==> config.mk <==
export PLATFORM = sky130hd
export DESIGN_NAME = sys_bus_arb_flat
export DESIGN_NICKNAME = d
export VERILOG_FILES = /design/src/rtl/sys_bus_arb_if.sv /design/src/rtl/sys_bus_arb.sv /design/src/flat_wrapper.sv
export SDC_FILE = /design/constraint.sdc
export NUM_CORES = 1
export LEC_CHECK = 0
export BUFFER_PORTS_ARGS = -buffer_cell sky130_fd_sc_hd__buf_2
export CAP_MARGIN = 5
export CORE_MARGIN = 5
export CORE_UTILIZATION = 46
export CTS_BUF_LIST = sky130_fd_sc_hd__clkbuf_8
export DETAILED_ROUTE_END_ITERATION = 16
export GPL_ROUTABILITY_DRIVEN = 0
export GPL_TIMING_DRIVEN = 0
export MAX_ROUTING_LAYER = met4
export PLACE_DENSITY = 0.87
export RECOVER_POWER = 100
export SLEW_MARGIN = 20
export SYNTH_ARGS = -nofsm -noshare
export SYNTH_HDL_FRONTEND = slang
export SYNTH_SLANG_ARGS = --single-unit
export TNS_END_PERCENT = 10
==> constraint.sdc <==
create_clock -name clk_i -period 2.1 [get_ports clk_i]
set_clock_uncertainty 0.2 [all_clocks]
set_input_delay 0.42 -clock clk_i [delete_from_list [all_inputs] [get_ports clk_i]]
set_output_delay 0.42 -clock clk_i [all_outputs]
set_load 0.01 [all_outputs]
==> src/rtl/sys_bus_arb_if.sv <==
// Bus bundle between the two masters, the arbiter and the decoder/read mux.
// The arbiter uses the slave modport; the master modport is the mirror view.
interface sys_bus_arb_if #(
  parameter int ADDR_W = 10,
  parameter int DATA_W = 32
);
  logic              m0_req;
  logic              m0_we;
  logic [ADDR_W-1:0] m0_a;
  logic [DATA_W-1:0] m0_wd;
  logic              m0_ack;
  logic              m1_req;
  logic              m1_we;
  logic [ADDR_W-1:0] m1_a;
  logic [DATA_W-1:0] m1_wd;
  logic              m1_ack;
  logic [DATA_W-1:0] m_rd;
  logic              bus_we;
  logic [ADDR_W-1:0] bus_a;
  logic [DATA_W-1:0] bus_wd;
  logic [DATA_W-1:0] bus_rd;
  logic              busy;
  logic              owner;

  modport slave (
    input  m0_req, m0_we, m0_a, m0_wd,
    input  m1_req, m1_we, m1_a, m1_wd,
    input  bus_rd,
    output m0_ack, m1_ack, m_rd,
    output bus_we, bus_a, bus_wd,
    output busy, owner
  );

  modport master (
    output m0_req, m0_we, m0_a, m0_wd,
    output m1_req, m1_we, m1_a, m1_wd,
    output bus_rd,
    input  m0_ack, m1_ack, m_rd,
    input  bus_we, bus_a, bus_wd,
    input  busy, owner
  );
endinterface

==> src/rtl/sys_bus_arb.sv <==
// Two-master round-robin arbiter and transfer sequencer.
// One transfer at a time: grant in IDLE, drive the bus for one ISSUE cycle,
// wait RD_LAT cycles for read data, then pulse the owner's ack for one cycle.
// Every output comes straight from a flop.
module sys_bus_arb #(
  parameter int ADDR_W = 10,
  parameter int DATA_W = 32,
  parameter int RD_LAT = 1
) (
  input  logic          clk_i,
  input  logic          rst_i,
  sys_bus_arb_if.slave  arb_if
);

  // Out-of-range read latencies fall back to a single wait cycle.
  localparam int          LAT   = (RD_LAT < 1 || RD_LAT > 7) ? 1 : RD_LAT;
  localparam logic [2:0]  LAT_C = 3'(LAT);

  typedef enum logic [1:0] {
    ST_IDLE,
    ST_ISSUE,
    ST_WAIT,
    ST_ACK
  } state_t;

  state_t            state_q;
  logic              prio_q;
  logic [2:0]        cnt_q;
  logic              owner_q;
  logic              busy_q;
  logic              m0_ack_q;
  logic              m1_ack_q;
  logic [DATA_W-1:0] m_rd_q;
  logic              bus_we_q;
  logic [ADDR_W-1:0] bus_a_q;
  logic [DATA_W-1:0] bus_wd_q;

  logic gnt_vld_d;
  logic gnt_sel_d;
  logic contested_d;

  // Pick the master to grant: a lone requester wins, a tie goes to prio.
  always_comb begin
    gnt_vld_d   = arb_if.m0_req | arb_if.m1_req;
    contested_d = arb_if.m0_req & arb_if.m1_req;
    gnt_sel_d   = 1'b0;
    if (contested_d) begin
      gnt_sel_d = prio_q;
    end else if (arb_if.m1_req) begin
      gnt_sel_d = 1'b1;
    end
  end

  // Sequencer FSM; the latched bus address/data double as the transfer latch.
  always_ff @(posedge clk_i) begin
    if (!rst_i) begin
      state_q  <= ST_IDLE;
      prio_q   <= 1'b0;
      cnt_q    <= 3'd0;
      owner_q  <= 1'b0;
      busy_q   <= 1'b0;
      m0_ack_q <= 1'b0;
      m1_ack_q <= 1'b0;
      m_rd_q   <= '0;
      bus_we_q <= 1'b0;
      bus_a_q  <= '0;
      bus_wd_q <= '0;
    end else begin
      case (state_q)
        ST_IDLE: begin
          if (gnt_vld_d) begin
            state_q  <= ST_ISSUE;
            owner_q  <= gnt_sel_d;
            busy_q   <= 1'b1;
            if (contested_d) begin
              prio_q <= ~gnt_sel_d;
            end
            bus_we_q <= gnt_sel_d ? arb_if.m1_we : arb_if.m0_we;
            bus_a_q  <= gnt_sel_d ? arb_if.m1_a  : arb_if.m0_a;
            bus_wd_q <= gnt_sel_d ? arb_if.m1_wd : arb_if.m0_wd;
          end
        end
        ST_ISSUE: begin
          bus_we_q <= 1'b0;
          cnt_q    <= 3'd1;
          state_q  <= ST_WAIT;
        end
        ST_WAIT: begin
          if (cnt_q == LAT_C) begin
            m_rd_q   <= arb_if.bus_rd;
            m0_ack_q <= ~owner_q;
            m1_ack_q <= owner_q;
            bus_a_q  <= '0;
            bus_wd_q <= '0;
            cnt_q    <= 3'd0;
            state_q  <= ST_ACK;
          end else begin
            cnt_q <= cnt_q + 3'd1;
          end
        end
        ST_ACK: begin
          m0_ack_q <= 1'b0;
          m1_ack_q <= 1'b0;
          busy_q   <= 1'b0;
          state_q  <= ST_IDLE;
        end
        default: begin
          state_q <= ST_IDLE;
        end
      endcase
    end
  end

  assign arb_if.m0_ack = m0_ack_q;
  assign arb_if.m1_ack = m1_ack_q;
  assign arb_if.m_rd   = m_rd_q;
  assign arb_if.bus_we = bus_we_q;
  assign arb_if.bus_a  = bus_a_q;
  assign arb_if.bus_wd = bus_wd_q;
  assign arb_if.busy   = busy_q;
  assign arb_if.owner  = owner_q;

endmodule

==> src/flat_wrapper.sv <==
// flat-port wrapper written by rule: the top's interface ports become plain ports
module sys_bus_arb_flat 
#(
  parameter int ADDR_W = 10,
  parameter int DATA_W = 32,
  parameter int RD_LAT = 1
)
  (clk_i, rst_i, arb_if_m0_req, arb_if_m0_we, arb_if_m0_a, arb_if_m0_wd, arb_if_m1_req, arb_if_m1_we, arb_if_m1_a, arb_if_m1_wd, arb_if_bus_rd, arb_if_m0_ack, arb_if_m1_ack, arb_if_m_rd, arb_if_bus_we, arb_if_bus_a, arb_if_bus_wd, arb_if_busy, arb_if_owner);
  sys_bus_arb_if #(.ADDR_W(ADDR_W), .DATA_W(DATA_W)) arb_if_i ();
  input  logic clk_i;
  input  logic rst_i;
  input wire logic [$bits(arb_if_i.m0_req)-1:0] arb_if_m0_req;
  input wire logic [$bits(arb_if_i.m0_we)-1:0] arb_if_m0_we;
  input wire logic [$bits(arb_if_i.m0_a)-1:0] arb_if_m0_a;
  input wire logic [$bits(arb_if_i.m0_wd)-1:0] arb_if_m0_wd;
  input wire logic [$bits(arb_if_i.m1_req)-1:0] arb_if_m1_req;
  input wire logic [$bits(arb_if_i.m1_we)-1:0] arb_if_m1_we;
  input wire logic [$bits(arb_if_i.m1_a)-1:0] arb_if_m1_a;
  input wire logic [$bits(arb_if_i.m1_wd)-1:0] arb_if_m1_wd;
  input wire logic [$bits(arb_if_i.bus_rd)-1:0] arb_if_bus_rd;
  output wire logic [$bits(arb_if_i.m0_ack)-1:0] arb_if_m0_ack;
  output wire logic [$bits(arb_if_i.m1_ack)-1:0] arb_if_m1_ack;
  output wire logic [$bits(arb_if_i.m_rd)-1:0] arb_if_m_rd;
  output wire logic [$bits(arb_if_i.bus_we)-1:0] arb_if_bus_we;
  output wire logic [$bits(arb_if_i.bus_a)-1:0] arb_if_bus_a;
  output wire logic [$bits(arb_if_i.bus_wd)-1:0] arb_if_bus_wd;
  output wire logic [$bits(arb_if_i.busy)-1:0] arb_if_busy;
  output wire logic [$bits(arb_if_i.owner)-1:0] arb_if_owner;
  assign arb_if_i.m0_req = arb_if_m0_req;
  assign arb_if_i.m0_we = arb_if_m0_we;
  assign arb_if_i.m0_a = arb_if_m0_a;
  assign arb_if_i.m0_wd = arb_if_m0_wd;
  assign arb_if_i.m1_req = arb_if_m1_req;
  assign arb_if_i.m1_we = arb_if_m1_we;
  assign arb_if_i.m1_a = arb_if_m1_a;
  assign arb_if_i.m1_wd = arb_if_m1_wd;
  assign arb_if_i.bus_rd = arb_if_bus_rd;
  assign arb_if_m0_ack = arb_if_i.m0_ack;
  assign arb_if_m1_ack = arb_if_i.m1_ack;
  assign arb_if_m_rd = arb_if_i.m_rd;
  assign arb_if_bus_we = arb_if_i.bus_we;
  assign arb_if_bus_a = arb_if_i.bus_a;
  assign arb_if_bus_wd = arb_if_i.bus_wd;
  assign arb_if_busy = arb_if_i.busy;
  assign arb_if_owner = arb_if_i.owner;
  sys_bus_arb #(.ADDR_W(ADDR_W), .DATA_W(DATA_W), .RD_LAT(RD_LAT)) u_core (.clk_i(clk_i), .rst_i(rst_i), .arb_if(arb_if_i));
endmodule
Yosys cells after proc, flatten, opt, wreduce, memory -nomap -nowiden
Cells that the tools add are included.
{"block": "totals", "elab_cells": 60, "out_inout_bits": 79, "inputBits": 122, "reg_bits": 85}
{"block": "op_classes", "n_eq_ne": 6, "muxes": 24, "reduce_logical": 14, "addsub": 1, "bitwise": 4}
{"cell": "2-to-1 mux 32 bit", "n": 3}
{"cell": "case mux 32 bit (2 select lines)", "n": 1}
{"cell": "2-to-1 mux 10 bit", "n": 3}
{"cell": "case mux 10 bit (2 select lines)", "n": 1}
{"cell": "AND reduction 2 bit", "n": 6}
{"cell": "nonzero test 2 bit", "n": 5}
{"cell": "case mux 1 bit (2 select lines)", "n": 4}
{"cell": "case mux 2 bit (4 select lines)", "n": 1}
{"cell": "2-to-1 mux 1 bit", "n": 7}
{"cell": "case mux 3 bit (2 select lines)", "n": 1}
{"cell": "AND reduction 3 bit", "n": 2}
{"cell": "equality test 2 bit (second input constant)", "n": 2}
{"cell": "2-to-1 mux 2 bit", "n": 2}
{"cell": "inequality test 2 x 1 -> 1 bit (second input constant)", "n": 2}
{"cell": "adder 3 x 1 -> 3 bit (second input constant)", "n": 1}
{"cell": "equality test 3 x 1 -> 1 bit (second input constant)", "n": 1}
{"cell": "2-to-1 mux 3 bit", "n": 1}
{"cell": "equality test 2 x 1 -> 1 bit (second input constant)", "n": 1}
{"cell": "zero test 2 bit", "n": 1}
{"cell": "NOT 1 bit", "n": 2}
{"cell": "bitwise AND 1 bit", "n": 1}
{"cell": "OR 1 bit", "n": 1}

Depth between registers and ports, before layout
Gate-level depths: netlist of the first run.
{"block": "logic_depth", "word_depth": 5, "mapped_depth": 8, "ltp_nobuf": 6}

Worst setup path before layout of the first run
No wires, ideal clock.
{"block": "synth_path", "path_kind": "register to register", "from": "register u_core.state_q[0]", "to": "register u_core.bus_a_q[1], in the netlist u_core.arb_if.bus_a[1]", "setup_ps": 68, "path_slack_ps": 290, "t_required_ps": 1832, "period_less_slack_ps": 1810, "n_path_buf": 2, "stages_incl_launch_ff": 9, "t_arrival_ps": 1542, "cell_sequence": "dfxtp_1 -> inv_1 -> ha_1 -> nand4bb_1 -> buf_4 -> o21ai_2 -> a21boi_4 -> buf_6 -> o2bb2ai_2"}
{"block": "synth_via", "elab_chain_len": 3, "elab_cells_between_ends": 7, "cone_classes": "3 x eq/ne; 1 x mux; 3 x reduce/logical"}
{"element": "start: declaration", "line": "sys_bus_arb.sv:26", "source": "state_t state_q;"}
{"element": "start signal: assignment", "line": "sys_bus_arb.sv:57", "source": "state_q <= ST_IDLE;"}
{"element": "start signal: assignment", "line": "sys_bus_arb.sv:72", "source": "state_q <= ST_ISSUE;"}
{"element": "start signal: assignment", "line": "sys_bus_arb.sv:86", "source": "state_q <= ST_WAIT;"}
{"element": "equality test 2 bit / zero test 2 bit (equally long branches)", "line": "sys_bus_arb.sv:69", "source": "case (state_q)"}
{"element": "inequality test 2 x 1 -> 1 bit (no source line) / nonzero test 2 bit (equally long branches)"}
{"element": "AND reduction 3 bit (no source line)"}
{"element": "end signal: assignment", "line": "sys_bus_arb.sv:79", "source": "bus_a_q <= gnt_sel_d ? arb_if.m1_a : arb_if.m0_a;"}
{"element": "end: declaration", "line": "sys_bus_arb.sv:35", "source": "logic [ADDR_W-1:0] bus_a_q;"}
Parallel ways exist; a longest one is shown, timed or not.
A chain may end at the register's enable or synchronous reset.

Worst setup path after layout of the first run
{"block": "layout_path", "from": "register u_core.state_q[1]", "to": "register u_core.bus_wd_q[1], in the netlist u_core.arb_if.bus_wd[1]"}
{"block": "layout_via", "elab_chain_len": 3, "elab_cells_between_ends": 7, "cone_classes": "3 x eq/ne; 1 x mux; 3 x reduce/logical"}
{"element": "equality test 2 bit / zero test 2 bit (equally long branches)", "line": "sys_bus_arb.sv:69"}
{"element": "inequality test 2 x 1 -> 1 bit (no source line) / nonzero test 2 bit (equally long branches)"}
{"element": "AND reduction 3 bit (no source line)"}
{"element": "end signal: assignment", "line": "sys_bus_arb.sv:80", "source": "bus_wd_q <= gnt_sel_d ? arb_if.m1_wd : arb_if.m0_wd;"}
{"element": "end: declaration", "line": "sys_bus_arb.sv:36", "source": "logic [DATA_W-1:0] bus_wd_q;"}
Parallel ways exist; a longest one is shown, timed or not.

==> flow_summary.toml, run 1 <==
[layout]
final_area_um2 = 4860
nNetsFinal = 690
fin_util_pct = 63.2
multi_input_area_um2 = 1680
drive_gt1_share_pct = 29.8
syn2layout_area_growth_pct = 35.2
antenna_cells = 0
fillers = 681
seqCellArea_um2 = 1700

[worst_setup_path]
path_buf_inv = 4
startpoint = "u_core.state_q[1]"
cp_data_required_time_ps = 2170
worst-path-stages = 8
ff2ff_setup_slack_ps = 100
crit_end = "u_core.arb_if.bus_wd[1]"
cp-end-kind = "flop"
crit_path_start_kind = "flop"
slowest_delay_ps = 360
critical_path_class = "reg2reg"
crit_slowest_cell = "or3_4"
critPathTopFamily = "buffers and inverters"
cp.arrival_ps = 2070
rr_endpoint = "u_core.arb_if.bus_wd[1]"
crit_chain = "inv_1, ha_2, inv_2, or3_4, a21boi_4, buf_12, clkbuf_2, o2bb2ai_1"
cp_max_fo = 7
rr_startpoint = "u_core.state_q[1]"
reg2reg_depth = 8

[min_path]
min_path_cells = 3
hp-class = "in2reg"

[global_route]
gr-usage-met1_pct = 23.9
antenna_found_initial = 0
grt_pass1_wl_um = 15900
gr-usage-met3_pct = 5.43
grtUsageMet2_pct = 34.0
grt_max_degree = 14
grt_pass1_vias = 3409
overflow = 0
grtUsageTotal_pct = 20.5
grt_most_used_layer = "met2"

[die]
rows = 32
die-area_um2 = 9680
boundaryPins = 201
fp.dieW_um = 98.4
start_util_pct = 46.8
die_y_um = 98.4
core_um2 = 7690

[timing]
rsz0062_at_grt = "false"
timing.slew.headroom_pct = 70.2
hold_violations = 0
clock.fmax_ghz = 0.500
tightest_slew_ps = 446
setup_ws_ps = 98.0
min_period_ps = 2000
fin_tns_setup_ps = 0
period_share_pct = 95.3
slew_viol_final = 0
final-setup-viol-count = 0

[place]
io_buffers = 200
placed_area_um2 = 4720
dp_slack_ps = 2.98
hpwl_um = 7940

[logic_synthesis]
yosysTopAreaCell = "dfxtp_1"
synth.top_cell.area_share_pct = 47.3
yosysWarningCount = 0
yosys-top-cells-area = "dfxtp_1 47%, mux2i_1 12%, o2bb2ai_1 7.8%"
synth_cell_types = 36
ys_ff_latch = 85
async_reset_ff_share_pct = 0
synthXorXnorAreaFrac_pct = 0.244
synthAdderAreaFrac_pct = 1.74
syn-num-nets = 476
yosysSeqAreaShare_pct = 47.3
syn_avg_cell_area_um2 = 10.3
yosys.area_share.simple_pct = 11.1
synthMuxAreaShare_pct = 12.0
netlist_area_um2 = 3590
synth_ff_type = "dfxtp_1"
synth_compound_gate_area_share_pct = 22.8
synth_top_family_by_area = "compound AO/OA/AOI/OAI gates"
synth-edff-count = 0
syn_inst = 349

[cts]
worst_setup_hold_path_clk_slew_ps = 80
insertion_delay_ps = 340
clock_sinks = 85
numCtsBuffers = 9
cts_htree_levels = 3
root_buffer = "clkbuf_8"
postCtsHoldBufs = 0
clockBufferDepth = 2
tritoncts = "done"

[detailed_routing]
route.detailed.drc = 0
vias_per_cell = 4.95
first_pass_iters = 4
wirelength_um = 9920
wl_per_cell_um = 14.8
drt_iter0_drc = 114
ant_nets = 0
vias = 3317

[flow_run]
cap_violations = 0

[power_and_ir_drop]
power.total_mw = 5.22
power.leakage_nw = 2.14
peakVddDrop_mv = 0.481
p_per_area_nw_per_um2 = 1070

[outcome]
outcome = "completed"
[final cells by class]
class,instances,area share (%)
plain buffers,26,3.30
clock buffers,10,2.83
clock inverters,6,2.11
inverters,5,0.386
multi-input cells,233,34.5
flip-flops and latches,85,35.0
well taps,102,2.63
repair buffers,203,19.2
[flip-flops by register name, summed over array words and instances (netlist names)]
register	cells
u_core.arb_if.bus_we	1
u_core.arb_if.m0_ack	1
u_core.arb_if.owner	1
u_core.arb_if.bus_a	10
u_core.arb_if.busy	1
u_core.arb_if.m_rd	32
u_core.arb_if.m1_ack	1
u_core.prio_q	1
u_core.arb_if.bus_wd	32
u_core.state_q	2
u_core.cnt_q	3
[synthesized netlist by cell type (2+ instances only)]
cell and number:
a21boi_0 34, a21oi_1 4, and2_1 2, buf_2 6
buf_4 2, buf_6 4, clkbuf_1 11, clkbuf_4 3
dfxtp_1 85, ha_1 5, inv_1 4, mux2i_1 42
nand2_1 67, nand3_1 3, nor2_1 4, nor2b_1 3
nor3b_1 4, o21a_1 2, o21ai_0 7, o2bb2ai_1 32
o2bb2ai_2 10
[stage by stage]
step | hold WS [ps] | cells
finish | 122 | 670
global route | 101 | 670
CTS | 101 | 667
detailed placement | 243 | 651
global placement | 242 | 651
floorplan | 269 | 349
[worst min path at each step]
stage,from,to,slack (ps)
5_1_grt,arb_if_bus_rd[24],u_core.arb_if.m_rd[24],100
2_1_floorplan,u_core.state_q[1],u_core.state_q[1],270
3_3_place_gp,u_core.arb_if.bus_wd[0],u_core.arb_if.bus_wd[0],240
6_report,arb_if_bus_rd[18],u_core.arb_if.m_rd[18],120
4_1_cts,arb_if_bus_rd[18],u_core.arb_if.m_rd[18],100
3_5_place_dp,u_core.arb_if.bus_wd[29],u_core.arb_if.bus_wd[29],240
[cells by family after synthesis]
logic type | after synthesis
buf+inv | 31
xor+xnor | 1
simple gates | 89
fa+ha+maj | 5
flops | 85
mux | 43
compound gates | 95
[worst reg2reg max path: cells and delay by family (launching register included)]
family,cells,cell delay [ps]
fa+ha+maj,1,230
buf+inv,4,460
compound gates,2,320
flops,1,350
simple gates,1,360
[where the power goes]
group	switching, mW	internal (mW)	total (mW)
clock	0.547	0.813	1.36
sequential	0.202	1.95	2.16
combinational	0.969	0.737	1.71
[per-layer routing]
layer	share of wire, %	wire (um)
met1	42	4210
met2	48	4790
met3	7.8	769
met4	1.4	142
met5	0	0
[cells in the final DEF (no fill, tap or decap), types with 4 or more instances in the layout]
cell	instances
a21boi_0	34
a21oi_1	4
buf_2	124
buf_4	4
clkbuf_1	86
clkbuf_2	6
clkbuf_4	5
clkbuf_8	10
dfxtp_1	84
inv_1	6
mux2i_1	42
nand2_1	67
nor2_1	4
nor3b_1	4
o21ai_0	7
o2bb2ai_1	40
[what timing repair did]
item,in CTS,in global routing
setup buffers,0,2
endpoints found under the setup margin,1,68
resized for setup,1,12
cloned,0,1
pin swaps,0,1
Power figures use the tool's default switching activity.
==> run 2: changes to the inputs <==
- CORE_UTILIZATION: 46 -> 44
- CTS_BUF_LIST: sky130_fd_sc_hd__clkbuf_8 -> default
- PLACE_DENSITY: 0.87 -> 0.84
==> run 2 against run 1 <==
Against the previous run:
- final area is 1.7% higher
- routed wire length is 0.36% lower
- sequential power hardly changed
- clock power is 8% lower
- flip-flop and latch count stayed put
- critical path depth is 1 lower
- cell count stayed put
- sequential share of layout area is 0.62 points lower
- total power is 0.79% lower
- utilization is 2.1 points lower
==> flow_summary.toml, run 2 (synthesis gave the netlist of run 1 again) <==
[die]
start_util_pct = 44.4
die_y_um = 100
boundaryPins = 201
core_um2 = 8090
fp.dieW_um = 100
die-area_um2 = 10100
rows = 33

[place]
dp.cells = 654
io_buffers = 200
placed_area_um2 = 4730
dp_slack_ps = 28.7
hpwl_um = 7910

[detailed_routing]
vias_per_cell = 4.96
vias = 3326
ant_nets = 0
route.detailed.drc = 0
wirelength_um = 9890
wl_per_cell_um = 14.8
drt_iter0_drc = 88
first_pass_iters = 4

[timing]
rsz0062_at_grt = "true"
period_share_pct = 94.8
slew_viol_final = 0
setup_ws_ps = 110
hold_violations = 0
hold_ws_ps = 122
fin_tns_setup_ps = 0
timing.slew.headroom_pct = 68.7
tightest_slew_ps = 470
min_period_ps = 1990
clock.fmax_ghz = 0.503
final-setup-viol-count = 0

[cts]
clockBufferDepth = 2
cts_htree_levels = 3
root_buffer = "clkbuf_8"
clock_sinks = 85
insertion_delay_ps = 340
worst_setup_hold_path_clk_slew_ps = 80
numCtsBuffers = 9
tritoncts = "done"

[worst_setup_path]
crit_end = "u_core.arb_if.bus_a[8]"
startpoint = "u_core.state_q[0]"
crit_path_start_kind = "flop"
cp.arrival_ps = 2060
rr_startpoint = "u_core.state_q[0]"
ff2ff_setup_slack_ps = 110
rr_endpoint = "u_core.arb_if.bus_a[8]"
critical_path_class = "reg2reg"
cp_max_fo = 10
reg2reg_depth = 7
cp_data_required_time_ps = 2170
cp-end-kind = "flop"

[power_and_ir_drop]
comb_power_share_pct = 34.4
p_int_mw = 3.44
power.leakage_nw = 2.40
seqPwrFrac_pct = 41.5
power.total_mw = 5.18
pwr-share-clk_pct = 24.1
p_per_area_nw_per_um2 = 1050
peakVddDrop_mv = 0.433
swShare_pct = 33.7
p_sw_mw = 1.74

[layout]
final_cell_mix = "194 x buf_2, 85 x dfxtp_1, 67 x nand2_1, 42 x mux2i_1, 34 x a21boi_0"
final_area_um2 = 4940
drive_gt1_share_pct = 42.7
mostFrequentLayoutCell = "buf_2"
nNetsFinal = 688
antenna_cells = 0
syn2layout_area_growth_pct = 37.5
fin_util_pct = 61.1
final_cells = 670

[global_route]
overflow = 0
grt_max_degree = 14
grt_pass1_vias = 3385
grtUsageTotal_pct = 19.8
grt_pass1_wl_um = 15500
antenna_found_initial = 0

[outcome]
outcome = "completed"

[flow_run]
cap_violations = 0

[min_path]
hp-class = "in2reg"
## run 2: critical path: stages (launching register included)
cell	delay, ps
dfxtp_1	340
inv_1	120
ha_2	220
inv_2	60
or3_4	350
a21boi_4	290
buf_6	210
o2bb2ai_2	110
## run 2: worst min path at each step
stage	cells past startpoint	to	startpoint	slack [ps]
5_1_grt	3	u_core.arb_if.m_rd[1]	arb_if_bus_rd[1]	110
2_1_floorplan	2	u_core.state_q[1]	u_core.state_q[1]	270
4_1_cts	3	u_core.arb_if.m_rd[9]	arb_if_bus_rd[9]	100
3_5_place_dp	1	u_core.arb_if.bus_wd[27]	u_core.arb_if.bus_wd[27]	240
3_3_place_gp	1	u_core.arb_if.bus_wd[3]	u_core.arb_if.bus_wd[3]	240
6_report	3	u_core.arb_if.m_rd[19]	arb_if_bus_rd[19]	120
## run 2: area by class of cell
type,count,area (um^2)
clock buffers,10,138
clock inverters,5,75.1
fillers,722,3150
plain buffers,26,163
flip-flops and latches,85,1700
well taps,105,131
repair buffers,201,991
multi-input cells,233,1730
inverters,5,18.8
## run 2: power groups by stage
stage	combinational (mW)	sequential [mW]	clock, mW
floorplan	0.970	2.31	0
global placement	1.73	2.17	0
detailed placement	1.79	2.18	0
CTS	1.79	2.15	1.28
global route	1.98	2.20	1.35
finish	1.78	2.15	1.25
## run 2: repair_timing
action / in CTS / in global routing
setup endpoints to repair: 0 / 67
gates resized for setup: 0 / 16
setup buffers: 0 / 1
hold buffers: 0 / 0
## run 2: per-layer routing
metal | vias up | global-route usage, % | share of wire (%)
li1 | 1658 | - | -
met1 | 1503 | 22.4 | 40
met2 | 153 | 33.4 | 49
met3 | 12 | 5.56 | 9.7
met4 | 0 | 7.05 | 1.5
met5 | - | - | 0
